### src/rtl/window_gen_3x3_if.sv
// Pixel-stream / 3x3-window bundle between the pixel source and the window generator.
// The master side drives the pixel stream; the slave side produces the window and strobes.
interface window_gen_3x3_if;
    logic [7:0] pix_in;
    logic       pix_in_valid;
    logic       sof;
    logic [7:0] w00, w01, w02;
    logic [7:0] w10, w11, w12;
    logic [7:0] w20, w21, w22;
    logic       win_valid;
    logic       frame_done;

    modport master (
        output pix_in, pix_in_valid, sof,
        input  w00, w01, w02, w10, w11, w12, w20, w21, w22, win_valid, frame_done
    );

    modport slave (
        input  pix_in, pix_in_valid, sof,
        output w00, w01, w02, w10, w11, w12, w20, w21, w22, win_valid, frame_done
    );
endinterface

### src/rtl/window_gen_3x3.sv
// Streaming 3x3 sliding-window generator: two line buffers plus a 3x3 shift window.
// A window is flagged valid only when all nine taps come from the current frame (no padding).
module window_gen_3x3 #(
    parameter int IMG_W = 28,
    parameter int IMG_H = 28
) (
    input  logic              clk,
    input  logic              rst_n,
    window_gen_3x3_if.slave   s
);
    localparam int CW = $clog2(IMG_W);
    localparam int RW = $clog2(IMG_H);

    logic [CW-1:0] col_reg, col_next, c_cur;
    logic [RW-1:0] row_reg, row_next, r_cur;
    logic          win_valid_reg, win_valid_next;
    logic          frame_done_reg, frame_done_next;
    logic [7:0]    lb_a [IMG_W];
    logic [7:0]    lb_b [IMG_W];
    logic [7:0]    new_col [3];
    logic [23:0]   win_rows [3];

    // sof overrides the counters so the accepted pixel lands at (0,0)
    assign c_cur = s.sof ? '0 : col_reg;
    assign r_cur = s.sof ? '0 : row_reg;

    assign new_col[0] = lb_a[c_cur];
    assign new_col[1] = lb_b[c_cur];
    assign new_col[2] = s.pix_in;

    always_comb begin
        col_next        = col_reg;
        row_next        = row_reg;
        win_valid_next  = 1'b0;
        frame_done_next = 1'b0;
        if (s.pix_in_valid) begin
            if (c_cur == CW'(IMG_W - 1)) begin
                col_next = '0;
                row_next = (r_cur == RW'(IMG_H - 1)) ? '0 : r_cur + RW'(1);
            end else begin
                col_next = c_cur + CW'(1);
                row_next = r_cur;
            end
            win_valid_next  = (r_cur >= RW'(2)) && (c_cur >= CW'(2));
            frame_done_next = (r_cur == RW'(IMG_H - 1)) && (c_cur == CW'(IMG_W - 1));
        end
    end

    always_ff @(posedge clk or negedge rst_n) begin
        if (!rst_n) begin
            col_reg        <= '0;
            row_reg        <= '0;
            win_valid_reg  <= 1'b0;
            frame_done_reg <= 1'b0;
        end else begin
            col_reg        <= col_next;
            row_reg        <= row_next;
            win_valid_reg  <= win_valid_next;
            frame_done_reg <= frame_done_next;
        end
    end

    // Line buffers are deliberately not reset; stale contents never reach a valid window.
    always_ff @(posedge clk) begin
        if (s.pix_in_valid) begin
            lb_a[c_cur] <= lb_b[c_cur];
            lb_b[c_cur] <= s.pix_in;
        end
    end

    generate
        for (genvar gi = 0; gi < 3; gi++) begin : row_g
            logic [7:0] tap_reg [3];
            always_ff @(posedge clk or negedge rst_n) begin
                if (!rst_n) begin
                    tap_reg[0] <= '0;
                    tap_reg[1] <= '0;
                    tap_reg[2] <= '0;
                end else if (s.pix_in_valid) begin
                    tap_reg[0] <= tap_reg[1];
                    tap_reg[1] <= tap_reg[2];
                    tap_reg[2] <= new_col[gi];
                end
            end
            assign win_rows[gi] = {tap_reg[0], tap_reg[1], tap_reg[2]};
        end
    endgenerate

    assign s.w00 = win_rows[0][23:16];
    assign s.w01 = win_rows[0][15:8];
    assign s.w02 = win_rows[0][7:0];
    assign s.w10 = win_rows[1][23:16];
    assign s.w11 = win_rows[1][15:8];
    assign s.w12 = win_rows[1][7:0];
    assign s.w20 = win_rows[2][23:16];
    assign s.w21 = win_rows[2][15:8];
    assign s.w22 = win_rows[2][7:0];

    assign s.win_valid  = win_valid_reg;
    assign s.frame_done = frame_done_reg;
endmodule

### src/flat_wrapper.sv
// flat-port wrapper written by rule: the top's interface ports become plain ports
module window_gen_3x3_flat 
#(
    parameter int IMG_W = 28,
    parameter int IMG_H = 28
)
  (clk, rst_n, s_pix_in, s_pix_in_valid, s_sof, s_w00, s_w01, s_w02, s_w10, s_w11, s_w12, s_w20, s_w21, s_w22, s_win_valid, s_frame_done);
  window_gen_3x3_if s_i ();
  input  logic clk;
  input  logic rst_n;
  input wire logic [$bits(s_i.pix_in)-1:0] s_pix_in;
  input wire logic [$bits(s_i.pix_in_valid)-1:0] s_pix_in_valid;
  input wire logic [$bits(s_i.sof)-1:0] s_sof;
  output wire logic [$bits(s_i.w00)-1:0] s_w00;
  output wire logic [$bits(s_i.w01)-1:0] s_w01;
  output wire logic [$bits(s_i.w02)-1:0] s_w02;
  output wire logic [$bits(s_i.w10)-1:0] s_w10;
  output wire logic [$bits(s_i.w11)-1:0] s_w11;
  output wire logic [$bits(s_i.w12)-1:0] s_w12;
  output wire logic [$bits(s_i.w20)-1:0] s_w20;
  output wire logic [$bits(s_i.w21)-1:0] s_w21;
  output wire logic [$bits(s_i.w22)-1:0] s_w22;
  output wire logic [$bits(s_i.win_valid)-1:0] s_win_valid;
  output wire logic [$bits(s_i.frame_done)-1:0] s_frame_done;
  assign s_i.pix_in = s_pix_in;
  assign s_i.pix_in_valid = s_pix_in_valid;
  assign s_i.sof = s_sof;
  assign s_w00 = s_i.w00;
  assign s_w01 = s_i.w01;
  assign s_w02 = s_i.w02;
  assign s_w10 = s_i.w10;
  assign s_w11 = s_i.w11;
  assign s_w12 = s_i.w12;
  assign s_w20 = s_i.w20;
  assign s_w21 = s_i.w21;
  assign s_w22 = s_i.w22;
  assign s_win_valid = s_i.win_valid;
  assign s_frame_done = s_i.frame_done;
  window_gen_3x3 #(.IMG_W(IMG_W), .IMG_H(IMG_H)) u_core (.clk(clk), .rst_n(rst_n), .s(s_i));
endmodule
### config.mk
export PLATFORM = sky130hd
export DESIGN_NAME = window_gen_3x3_flat
export DESIGN_NICKNAME = d
export VERILOG_FILES = /design/src/rtl/window_gen_3x3_if.sv /design/src/rtl/window_gen_3x3.sv /design/src/flat_wrapper.sv
export SDC_FILE = /design/constraint.sdc
export NUM_CORES = 1
export LEC_CHECK = 0
export CORE_ASPECT_RATIO = 1.2
export CORE_MARGIN = 2
export CORE_UTILIZATION = 60
export CTS_CLUSTER_DIAMETER = 80
export DETAILED_ROUTE_END_ITERATION = 10
export PLACE_DENSITY = 0.87
export SYNTH_ARGS = -nofsm -noshare
export SYNTH_HDL_FRONTEND = slang
export SYNTH_SLANG_ARGS = --single-unit
### constraint.sdc
create_clock -name clk -period 7.88 [get_ports clk]
set_clock_uncertainty 0.15 [all_clocks]
set_input_delay 1.576 -clock clk [delete_from_list [all_inputs] [get_ports clk]]
set_output_delay 1.576 -clock clk [all_outputs]
set_load 0.05 [all_outputs]
Word level (Yosys, flattened, before mapping):

Memories as Yosys holds them, arrays and structs flattened. A register that Yosys moved wholly into a read port is not among the register bits.
Cells that the tools add are included.
W data, S select, Z words.

* $lt $le $gt $ge: 2
* multiplexer cells: 9
* add/subtract/negate cells: 2
* reductions and logical operators: 3
* eq/ne operators: 2

Operator list (count)
* $mux W5: 5
* $add A5 B1 Y5 const B: 2
* $eq A5 B5 Y1 const B: 2
* $ge A5 B2 Y1 const B: 2
* $mux W1: 4
* $logic_and A1 B1 Y1: 2
* $logic_not A1 Y1: 1

* flip-flop bits (word level): 76
* logic and storage cells: 32
* memory bits (writable): 448
* memories kept: 2
* input bits: 12

Memories
* u_core.lb_a: depth 28, width 8, rd ports 1, clocked after memory_dff 1, write ports 1, RTL line window_gen_3x3.sv:18 `logic [7:0] lb_a [IMG_W];`
* u_core.lb_b: depth 28, width 8, rd ports 1, clocked after memory_dff 0, write ports 1, RTL line window_gen_3x3.sv:19 `logic [7:0] lb_b [IMG_W];`

Depth between registers and ports, before layout:

* word-level depth: 4
* depth in mapped cells: 11
* gate-level depth less buffers: 7

Worst setup path after synthesis:

Ideal clock, no wire load.

* kind: in2reg
* from: input s_sof
* to: memory u_core.lb_a[4][0], enable pin
* data required time: 7.321 ns
* stages: 10
* data arrival time: 3.925 ns
* path slack: 3.395 ns
* library setup time: 0.409 ns
* cell sequence: buf_6 > nor2b_1 > buf_2 > inv_2 > buf_2 > buf_4 > buf_4 > ha_1 > nand2_1 > nor3_1

* word-level cells in the longest chain between the ends: 1

RTL lines
* start: declaration: RTL line flat_wrapper.sv:13 `input wire logic [$bits(s_i.sof)-1:0] s_sof;`
* $mux W5: RTL line window_gen_3x3.sv:24 `assign c_cur = s.sof ? '0 : col_reg;`
* end: declaration: RTL line window_gen_3x3.sv:18

Every way passes these cells.

==> summary by stage <==
Global routing
The total routing usage reported by global routing is 0.2882. The initial antenna violation count came to 2. The maximum number of pins on one net before global-route repair is 77.

The first-pass GRT wire length is 78310 µm. The leftover overflow at the end of global routing is 0. The number of global-route vias before repair is 12665.

Synthesis
The synthesis warning total is 0. The number of synthesized register bits is 532. In the post-synthesis netlist, the biggest area contributors are sky130_fd_sc_hd__edfxtp_1 65%, sky130_fd_sc_hd__dfrtp_1 10%, sky130_fd_sc_hd__mux2_2 5.7%. The number of flops mapped to enable cells by yosys is 448. For this run, the register share of the synthesized area comes to 0.7533.

Counting flops with an async set or reset pin after synthesis yields a share of 0.1579. The number of instances in the synthesized netlist is 1256. Of the post-synthesis cell area, the dominant cell type holds 0.6515.

The most instantiated flip-flop cell in the synthesis netlist is sky130_fd_sc_hd__edfxtp_1. Averaged over all synthesized cells, the footprint is 16.44 µm². The biggest area consumer among synthesized cells is sky130_fd_sc_hd__edfxtp_1. The post-synthesis net count is 1269. The mapped netlist covers 20650 µm². The count of distinct cell types in the synthesized netlist is 54.

Die
The number of placement rows is 74. In this run the standard cell core region covers 33980 µm². The die covers 35920 µm². The number of top-level pins is 86.

The die width is 173.3 µm. The initial utilization of the core area, before any placement, comes to 0.6077. The floorplan step set the die height to 207.2 µm.

Worst setup path
The worst endpoint data arrival time is 5740 ps. The depth of the worst register-to-register path is 7. The maximum fanout along the worst path is 46. The kind of start point of the critical path is an input port. At the worst endpoint, the required time is 8170 ps.

The category of the most critical setup path is input port to flop. The worst setup path is captured at a flop.

Route
After detailed routing, the wire length on met1 is 17530 µm. In the routed layout, each cell is associated on average with a via count of 6.946. Wires add up to 52050 µm. The number of DRC markers in iteration 0 is 2488. Summed over all nets, wire length on met2 after detailed routing comes to 25170 µm. The routed layout has 12802 vias. After detailed routing, the met3 layer carries 6120 µm of wire. The detail route stage leaves a number of antenna-violating nets equal to 0. The highest routed metal layer is met5. In the final routed layout, each cell accounts on average for 28.24 µm. The number of remaining DRC errors is 0. The total iterations of the first detailed-routing run is 7.

Placed design
The cell area after placement is 22050 µm². The placed instance count is 1761. The global placer's final weighted congestion is 0.8620. The number of buffers added on ports is 85.

Prior to clock tree synthesis, the placed netlist has a worst setup slack of 2305 ps. The half-perimeter wire length after detailed placement is 30610 µm.

STA
For the pin with the worst max-slew slack, the measured transition is 1424 ps. The number of failing hold endpoints at the final stage was 0. The sum of negative setup slack is 0 ps. The smallest setup slack after layout is 2431 ps. Measured against its own limit, the worst slew margin works out to 0.04788. Setup violations remaining at the end of the flow were counted as 0. The top achievable clock speed is 183.5 MHz. Setup repair after global routing left no endpoint under its margin. In the finished design, the share of the clock period the worst path needs comes to 0.6915. The number of pins with negative max-slew slack in the final report is 0. The smallest clock period supported by the final layout is computed as 5449 ps.

Clock tree
The clock insertion delay at the later pin of the skew report is 550 ps. After clock tree synthesis, the clock-pin slew on the worst setup and hold paths is 70 ps. The clock net in this run drives a total of 532 sinks. The buffer cell driving the clock tree root is sky130_fd_sc_hd__clkbuf_16. Counting along the longest clock path gives a buffer depth of 3. TritonCTS built the clock tree. The maximum level of the CTS H-tree is 2. The post-cts resize count is 0.

The post-cts hold buffer count is 0. The total CTS buffers is 45. The number of setup buffers added after CTS is 0.

Status
The flow ran to the end, and the final reports show no timing, DRC or antenna violations.

Pwr
Power spread over the standard cell area amounts to 308.8 nW/µm². IR analysis of the VDD net gives a maximum drop of 0.3118 mV. For this design the static power due to leakage is 0.008061 µW.

Worst hold path
The type of the worst min-delay path is flop to flop. The worst hold path stage count is 1.

Finish
The final core utilization is 0.6916. Leaving out fill and tap cells, the most frequent cells in the layout are 448 x sky130_fd_sc_hd__edfxtp_1, 105 x sky130_fd_sc_hd__mux2_2, 82 x sky130_fd_sc_hd__clkdlybuf4s50_1, 82 x sky130_fd_sc_hd__dfrtp_1, 70 x sky130_fd_sc_hd__nand2_1. Of the cells placed in the final design, the portion with a size suffix greater than 1 is 0.1739. At the end of the flow, the number of nets in the layout was 1365.

The filler cells instantiated in the layout total 1983. The count of placed standard cells in the final layout, fillers left out is 1843. After routing the design area is 23500 µm².

The area growth from synthesis to layout is 13.82%. In the final layout, the registers with the most flip-flops are u_core.lb_a (224), u_core.lb_b (224). The leading cell type in the layout, fill and taps excluded is sky130_fd_sc_hd__edfxtp_1.

Run
The tool flagged a number of max-cap violations equal to 0.
-- critical path, cell delays in order --
cell and delay, ps:
sky130_fd_sc_hd__buf_2 660, sky130_fd_sc_hd__nor2b_2 100, sky130_fd_sc_hd__inv_1 690, sky130_fd_sc_hd__buf_4 500, sky130_fd_sc_hd__a311oi_1 180, sky130_fd_sc_hd__nor3_1 420
sky130_fd_sc_hd__nand3_1 910, sky130_fd_sc_hd__mux2_2 640
-- final timing paths --
check                                  end  slack [ps]         startpoint
max                        u_core.s.w12[7]        2430              s_sof
min reg2reg                u_core.s.w20[7]         360    u_core.s.w20[7]
max in group asynchronous  u_core.s.w20[4]        5650              rst_n
min in group asynchronous  u_core.s.w01[2]         820              rst_n
max reg2reg                u_core.s.w12[4]        2970  u_core.col_reg[0]
min                        u_core.s.w20[7]         360    u_core.s.w20[7]
-- per-layer routing --
layer  track usage  vias up
li1              -     5159
met1        0.3726     6196
met2        0.4702     1197
met3       0.05366      248
met4        0.1511        2
met5             0        -
-- stage by stage --
stage                     hold slack (ps)  power (µW)
after global placement              338.9        5025
after global routing                376.7        7426
after floorplan                     325.0        4491
after CTS                           362.4        7233
after detailed placement            345.3        5077
final                               362.6        7257
-- cells in the mapped netlist, types with 5 or more instances --
cell type and count:
sky130_fd_sc_hd__nand4_1 6, sky130_fd_sc_hd__nor2b_1 18, sky130_fd_sc_hd__clkbuf_1 38, sky130_fd_sc_hd__o22ai_1 20, sky130_fd_sc_hd__a21oi_1 43, sky130_fd_sc_hd__edfxtp_1 448, sky130_fd_sc_hd__o221ai_1 15, sky130_fd_sc_hd__nor2_1 57
sky130_fd_sc_hd__buf_4 9, sky130_fd_sc_hd__mux2_2 105, sky130_fd_sc_hd__buf_1 9, sky130_fd_sc_hd__a22oi_1 19, sky130_fd_sc_hd__a221oi_1 22, sky130_fd_sc_hd__nand3_1 28, sky130_fd_sc_hd__a211oi_1 11, sky130_fd_sc_hd__a31oi_1 21
sky130_fd_sc_hd__o21ai_0 46, sky130_fd_sc_hd__nand2_1 70, sky130_fd_sc_hd__a222oi_1 25, sky130_fd_sc_hd__inv_1 8, sky130_fd_sc_hd__dfrtp_1 84, sky130_fd_sc_hd__nor3_1 12, sky130_fd_sc_hd__mux2i_1 68, sky130_fd_sc_hd__buf_2 22
sky130_fd_sc_hd__mux4_2 5
-- final cells by class --
| type | count | area, µm² | area share |
|---|---|---|---|
| diodes | 1 | 2.502 | 0.0001065 |
| clock buffers | 58 | 1266 | 0.05388 |
| clock inverters | 23 | 181.4 | 0.007720 |
| inverters | 10 | 37.54 | 0.001597 |
| multi-input cells | 634 | 4712 | 0.2005 |
| flip-flops and latches | 532 | 15560 | 0.6621 |
| well taps | 456 | 570.5 | 0.02428 |
| repair buffers | 129 | 1171 | 0.04983 |
-- kinds of logic (layout without fill, tap and decap cells) --
kind of cell,count (synthesis),count (layout),share of synthesized area
buf+inv,90,220,0.02006
compound gates,246,246,0.08320
flops,532,532,0.7533
simple gates,206,206,0.04533
other cells,0,1,0
mux,181,181,0.09750
fa+ha+maj,1,1,0.0006059
-- where the power goes --
part	internal, µW	total, µW	switching, µW
clock	1210	2180	978
combinational	480	1570	1090
sequential	3360	3500	139
Note: power is estimated with default switching activity, not from simulation.
==> variant 1: new RTL, config.mk and constraints unchanged <==
Reset style: synchronous (`rst_n`), changed in 2 clocked blocks.
--- a/src/rtl/window_gen_3x3.sv
+++ b/src/rtl/window_gen_3x3.sv
@@ -48,3 +48,3 @@
 
-    always_ff @(posedge clk or negedge rst_n) begin
+    always_ff @(posedge clk) begin
         if (!rst_n) begin
@@ -73,3 +73,3 @@
             logic [7:0] tap_reg [3];
-            always_ff @(posedge clk or negedge rst_n) begin
+            always_ff @(posedge clk) begin
                 if (!rst_n) begin
Formal check against the unedited RTL: differs if rst_n is asserted again (counterexample within 4 cycles, from zero or initial values and one cycle with rst_n low); with rst_n held inactive, the same outputs for 4 cycles.
==> variant 1 against the original RTL <==
Final area increased by 1.9%. Count of clock-buffer cells in the layout up 3. Wire length is 0.60% higher. Setup slack improved by 0.56 ns. Synthesized area is 2.4% higher. Maximum frequency grew 11%. Sequential cell count is the same. Critical path depth is the same. Critical endpoint is now u_core.row_g[1].tap_reg[0][16].
Power is not compared: it rests on default switching activity, and its combinational part moved more than twofold at a synthesized area within 25%.
==> variant 1: results (changes against the original RTL) <==
Cell variety after synth 64 (+19%); reg2reg start u_core.col_reg[1]; antenna violations before repair 0 (-2); hold crit path type flop to flop; CP Launch Point s_sof; Post-synth EDFFs 520 (+16%); Worst R2R Path Depth 6 (-1); clk_lat worst skew 0.58 ns (+0.03 ns); FF-to-FF setup slack 3.64 ns (+0.67 ns); clock-pin slew on the worst setup and hold paths 0.06 ns; Detailed Routing Iterations Pass 1 8 (+1); vias in the first global route 12718 (+0.42%); Synth top cells by count edfxtp_1 (520), mux2i_1 (75), and3_1 (56), nand2_1 (56), a21oi_1 (53); post-synth net total 1320 (+4.0%); Seq/Total Area, Yosys 75.0% (-0.32 points); CP arrival 5.07 ns (-0.67 ns); critical path's largest stage delay 0.79 ns (-0.12 ns); first-pass GRT wire length 77.1 mm (-1.5%); layout cells sized above 1 12.7% (-4.7 points); post-CTS setup buffer count 0 (unchanged); Peak VDD IR 0.000165 V; wl on met1 18.0 mm (+2.6%); CP max-delay cell o2111ai_2; relative slew slack 7.17% (+2.4 points); status finished, final reports clean; largest net degree at the start of global routing 74 (-3.9%); Critical R2R Capture u_core.lb_a[10][1]; CTS Buf Count 46 (+2.2%); async set-reset flop share out of synthesis 0% (-16 points); met3 routed WL 5.58 mm (-8.8%); cts repair resizes 0 (unchanged); total routed wirelength 52.4 mm (+0.60%); via count 13067 (+2.1%); Max H-tree Level 2 (unchanged); pre-CTS WS 2.66 ns (+0.360 ns); DRT iter0 DRCs 2136 (-14%); top routing layer used met4; CP max FO 40 (-13%); top post-synthesis cells by area edfxtp_1 (74%), mux2i_1 (3.6%), mux2_2 (1.8%); gr usage total 28.4% (-0.42 points); met2 wire len 25.3 mm (+0.70%); yosys warns 0 (unchanged); Top delay family on crit path buffers and inverters; post-placement cell area 0.0225 mm^2 (+2.1%); placer's final routability congestion estimate 0.894 (+3.7%); nets 1405 (+2.9%); CP Capture Point u_core.row_g[1].tap_reg[0][16]; Fmax 0.204 GHz (+11%); IO buf count 85 (unchanged); post-detail-place hpwl 31.1 mm (+1.7%); Clock Tree Root clkbuf_16; CTS max path bufs 3 (unchanged); hold_sp u_core.row_reg[4]
variant 1: how the worst min path moves through the flow:
stage	endpoint	slack (ns)	cells past startpoint
5_1_grt	u_core.row_reg[4]	0.39	1
6_report	u_core.row_reg[4]	0.39	1
3_5_place_dp	u_core.row_reg[4]	0.35	1
2_1_floorplan	u_core.row_reg[4]	0.31	1
4_1_cts	u_core.row_reg[4]	0.38	1
3_3_place_gp	u_core.row_reg[4]	0.32	1
variant 1: report_power, final:
part	switching, mW	internal (mW)	total (mW)
logic	0.297	0.129	0.426
clock network	0.985	1.18	2.17
registers	0.0247	3.16	3.19
variant 1: kinds of logic (layout without fill, tap and decap cells):
family | Yosys count | after routing | share of synthesized area, %
adders and majority gates | 1 | 1 | 0.0592
muxes | 109 | 109 | 5.36
other | 0 | 1 | 0
buffers and inverters | 103 | 222 | 2.34
AOI/OAI and AO/OA | 307 | 307 | 10.5
and+or+nand+nor | 255 | 255 | 6.72
DFF | 532 | 532 | 75.0
variant 1: layer usage:
| metal | up-vias | track usage, % |
|---|---|---|
| met4 | 0 | 15.7 |
| met1 | 6386 | 35.9 |
| met3 | 238 | 5.51 |
| met2 | 1052 | 46.6 |
| li1 | 5391 | - |
| met5 | - | 0 |
variant 1: per-stage QoR:
| step | instances | hold WS, ns | power, mW | util (%) |
|---|---|---|---|---|
| final | 1889 | 0.389 | 5.78 | 68.8 |
| after global routing | 1888 | 0.390 | 5.90 | 68.8 |
| after CTS | 1888 | 0.377 | 5.78 | 68.8 |
| after detailed placement | 1806 | 0.347 | 3.67 | 64.7 |
| after global placement | 1806 | 0.320 | 3.65 | 64.7 |
| after floorplan | 1307 | 0.306 | 3.51 | - |
variant 1: area by class of cell:
class,count,area (um^2)
Inverter,7,26.3
Clock buffer,61,1250
Antenna cell,1,2.50
Sequential cell,532,15900
Multi-Input combinational cell,672,4850
Fill cell,2060,10900
Timing Repair Buffer,133,1210
Tap cell,462,578
Clock inverter,21,171
variant 1: worst reg2reg max path, stage by stage, from the launching register on:
cell and delay, ns:
dfxtp_4 0.92, buf_4 0.64, mux2_2 0.47, a221oi_1 0.30, nor3_1 0.08, a211oi_1 0.30, nand3_1 0.81
==> variant 2: new RTL, same settings <==
Without the edit above. `IMG_H` is set to 28 in 2 places; all go to 56.
--- a/src/rtl/window_gen_3x3.sv
+++ b/src/rtl/window_gen_3x3.sv
@@ -4,3 +4,3 @@
     parameter int IMG_W = 28,
-    parameter int IMG_H = 28
+    parameter int IMG_H = 56
 ) (
--- a/src/flat_wrapper.sv
+++ b/src/flat_wrapper.sv
@@ -4,3 +4,3 @@
     parameter int IMG_W = 28,
-    parameter int IMG_H = 28
+    parameter int IMG_H = 56
 )
Behaviour: same outputs for any inputs over 4 cycles, from zero or initial values and one cycle with rst_n low; that may be too few to reach the edited logic, so the function may still have changed.
==> variant 2 against the original RTL <==
Synthesized area up 2.8%. Setup slack better by 0.84 ns. Final area is 2.2% higher. Sequential cell count grew 1. Clock power up 3%. Wire length rose by 1.3%. Die area grew 2.7%. Total power shrank 2.2%. Critical path type unchanged. Largest cell class unchanged. Largest power group unchanged.
==> variant 2: results (changes against the original RTL) <==
post-placement cell area 0.0225 mm^2 (+2.1%); GRT met2 Usage 48.0% (+0.94 points); fill count 2117 (+6.8%); pre-CTS WS 2.85 ns (+0.547 ns); antenna violations before repair 0 (-2); clock-pin slew on the worst setup and hold paths 0.06 ns; CTS Buf Count 47 (+4.4%); Seq/Total Area, Yosys 73.4% (-1.9 points); switching pwr 2.07 mW (-6.2%); met3 usage 5.66% (+0.30 points); Critical R2R Capture u_core.lb_b[13][2]; nets 1439 (+5.4%); Antenna Cells 0 (-1); Detailed Routing Iterations Pass 1 8 (+1); first-pass GRT wire length 79.1 mm (+1.0%); Peak VDD IR 0.000138 V (-56%); via count 12980 (+1.4%); Hold Path End u_core.s.w10[7]; CP max FO 40 (-13%); placed cells 1837 (+4.3%); DRT iter0 DRCs 1890 (-24%); placer's final routability congestion estimate 0.905 (+5.0%); async set-reset flop share out of synthesis 15.9% (+0.16 points); Synth top cells by count edfxtp_1 (448), nand2_1 (93), mux2i_1 (90); reg2reg start u_core.col_reg[1]; post-detail-place hpwl 31.4 mm (+2.5%); DR vias/cell 6.75 (-2.8%); gr usage total 28.8% (about the same); Syn Area/Cell 15.9 um^2 (-3.2%); Fmax 0.217 GHz (+18%); switching part of the total 29.2% (-1.3 points); relative slew slack 17.5% (+13 points); Worst R2R Path Depth 4 (-3); top post-synthesis cells by area edfxtp_1 (63%), dfrtp_1 (10%), mux2i_1 (4.2%); FF-to-FF setup slack 3.55 ns (+0.58 ns); hold_sp u_core.s.w10[7]; total routed wirelength 52.7 mm (+1.3%); GRT met1 Usage 36.4% (-0.90 points); Cell variety after synth 64 (+19%); cts repair resizes 0 (unchanged); CP Capture Point u_core.lb_a[6][2]; Clk power 2.24 mW (+3%); LEAKAGE 8.22 nW (+1.9%); status finished, final reports clean
-- variant 2: cell count changes in the layout (fill, tap and decap cells not counted), sizes merged, moves of 10 or more --
cell	change
mux2	-37
nand2	+25
o21ai	-24
mux2i	+22
a211oi	+20
a222oi	-18
a21oi	+15
a311oi	+15
nor3b	+15
nand3b	+14
o221ai	+11
a31oi	-10
nand3	-10
o22ai	-10
-- variant 2: per-stage QoR --
stage               hold WS (ns)  utilization [%]
floorplan                  0.318                -
global placement           0.339             64.5
detailed placement         0.345             64.5
CTS                        0.358             68.8
global route               0.369             68.8
finish                     0.355             68.8
-- variant 2: layout make-up --
| class | count | area [um^2] | area share, % |
|---|---|---|---|
| clock buffers | 61 | 1290 | 5.38 |
| clock inverters | 25 | 218 | 0.906 |
| inverters | 12 | 45.0 | 0.188 |
| multi-input cells | 701 | 5130 | 21.4 |
| flip-flops and latches | 533 | 15600 | 64.9 |
| well taps | 462 | 578 | 2.41 |
| repair buffers | 129 | 1170 | 4.88 |
-- variant 2: metal layers --
layer | routed length [um] | up-vias
met5 | 0 | -
met4 | 2680 | 0
met3 | 5900 | 174
met2 | 26100 | 991
met1 | 18100 | 6385
li1 | - | 5430
-- variant 2: cell families (layout without fill, tap and decap cells) --
logic type / Yosys count / in the layout / synth area share, %
compound gates: 273 / 273 / 9.53
buf+inv: 99 / 227 / 2.55
flops: 533 / 533 / 73.4
fa+ha+maj: 3 / 3 / 0.177
mux: 163 / 163 / 8.22
simple gates: 262 / 262 / 6.11
-- variant 2: worst max-delay path: stages --
cell and delay, ns:
buf_2 0.45, buf_4 0.51, inv_1 0.39, o21ai_0 0.38, o211ai_1 0.25, and4_1 0.27, nand2_1 0.78
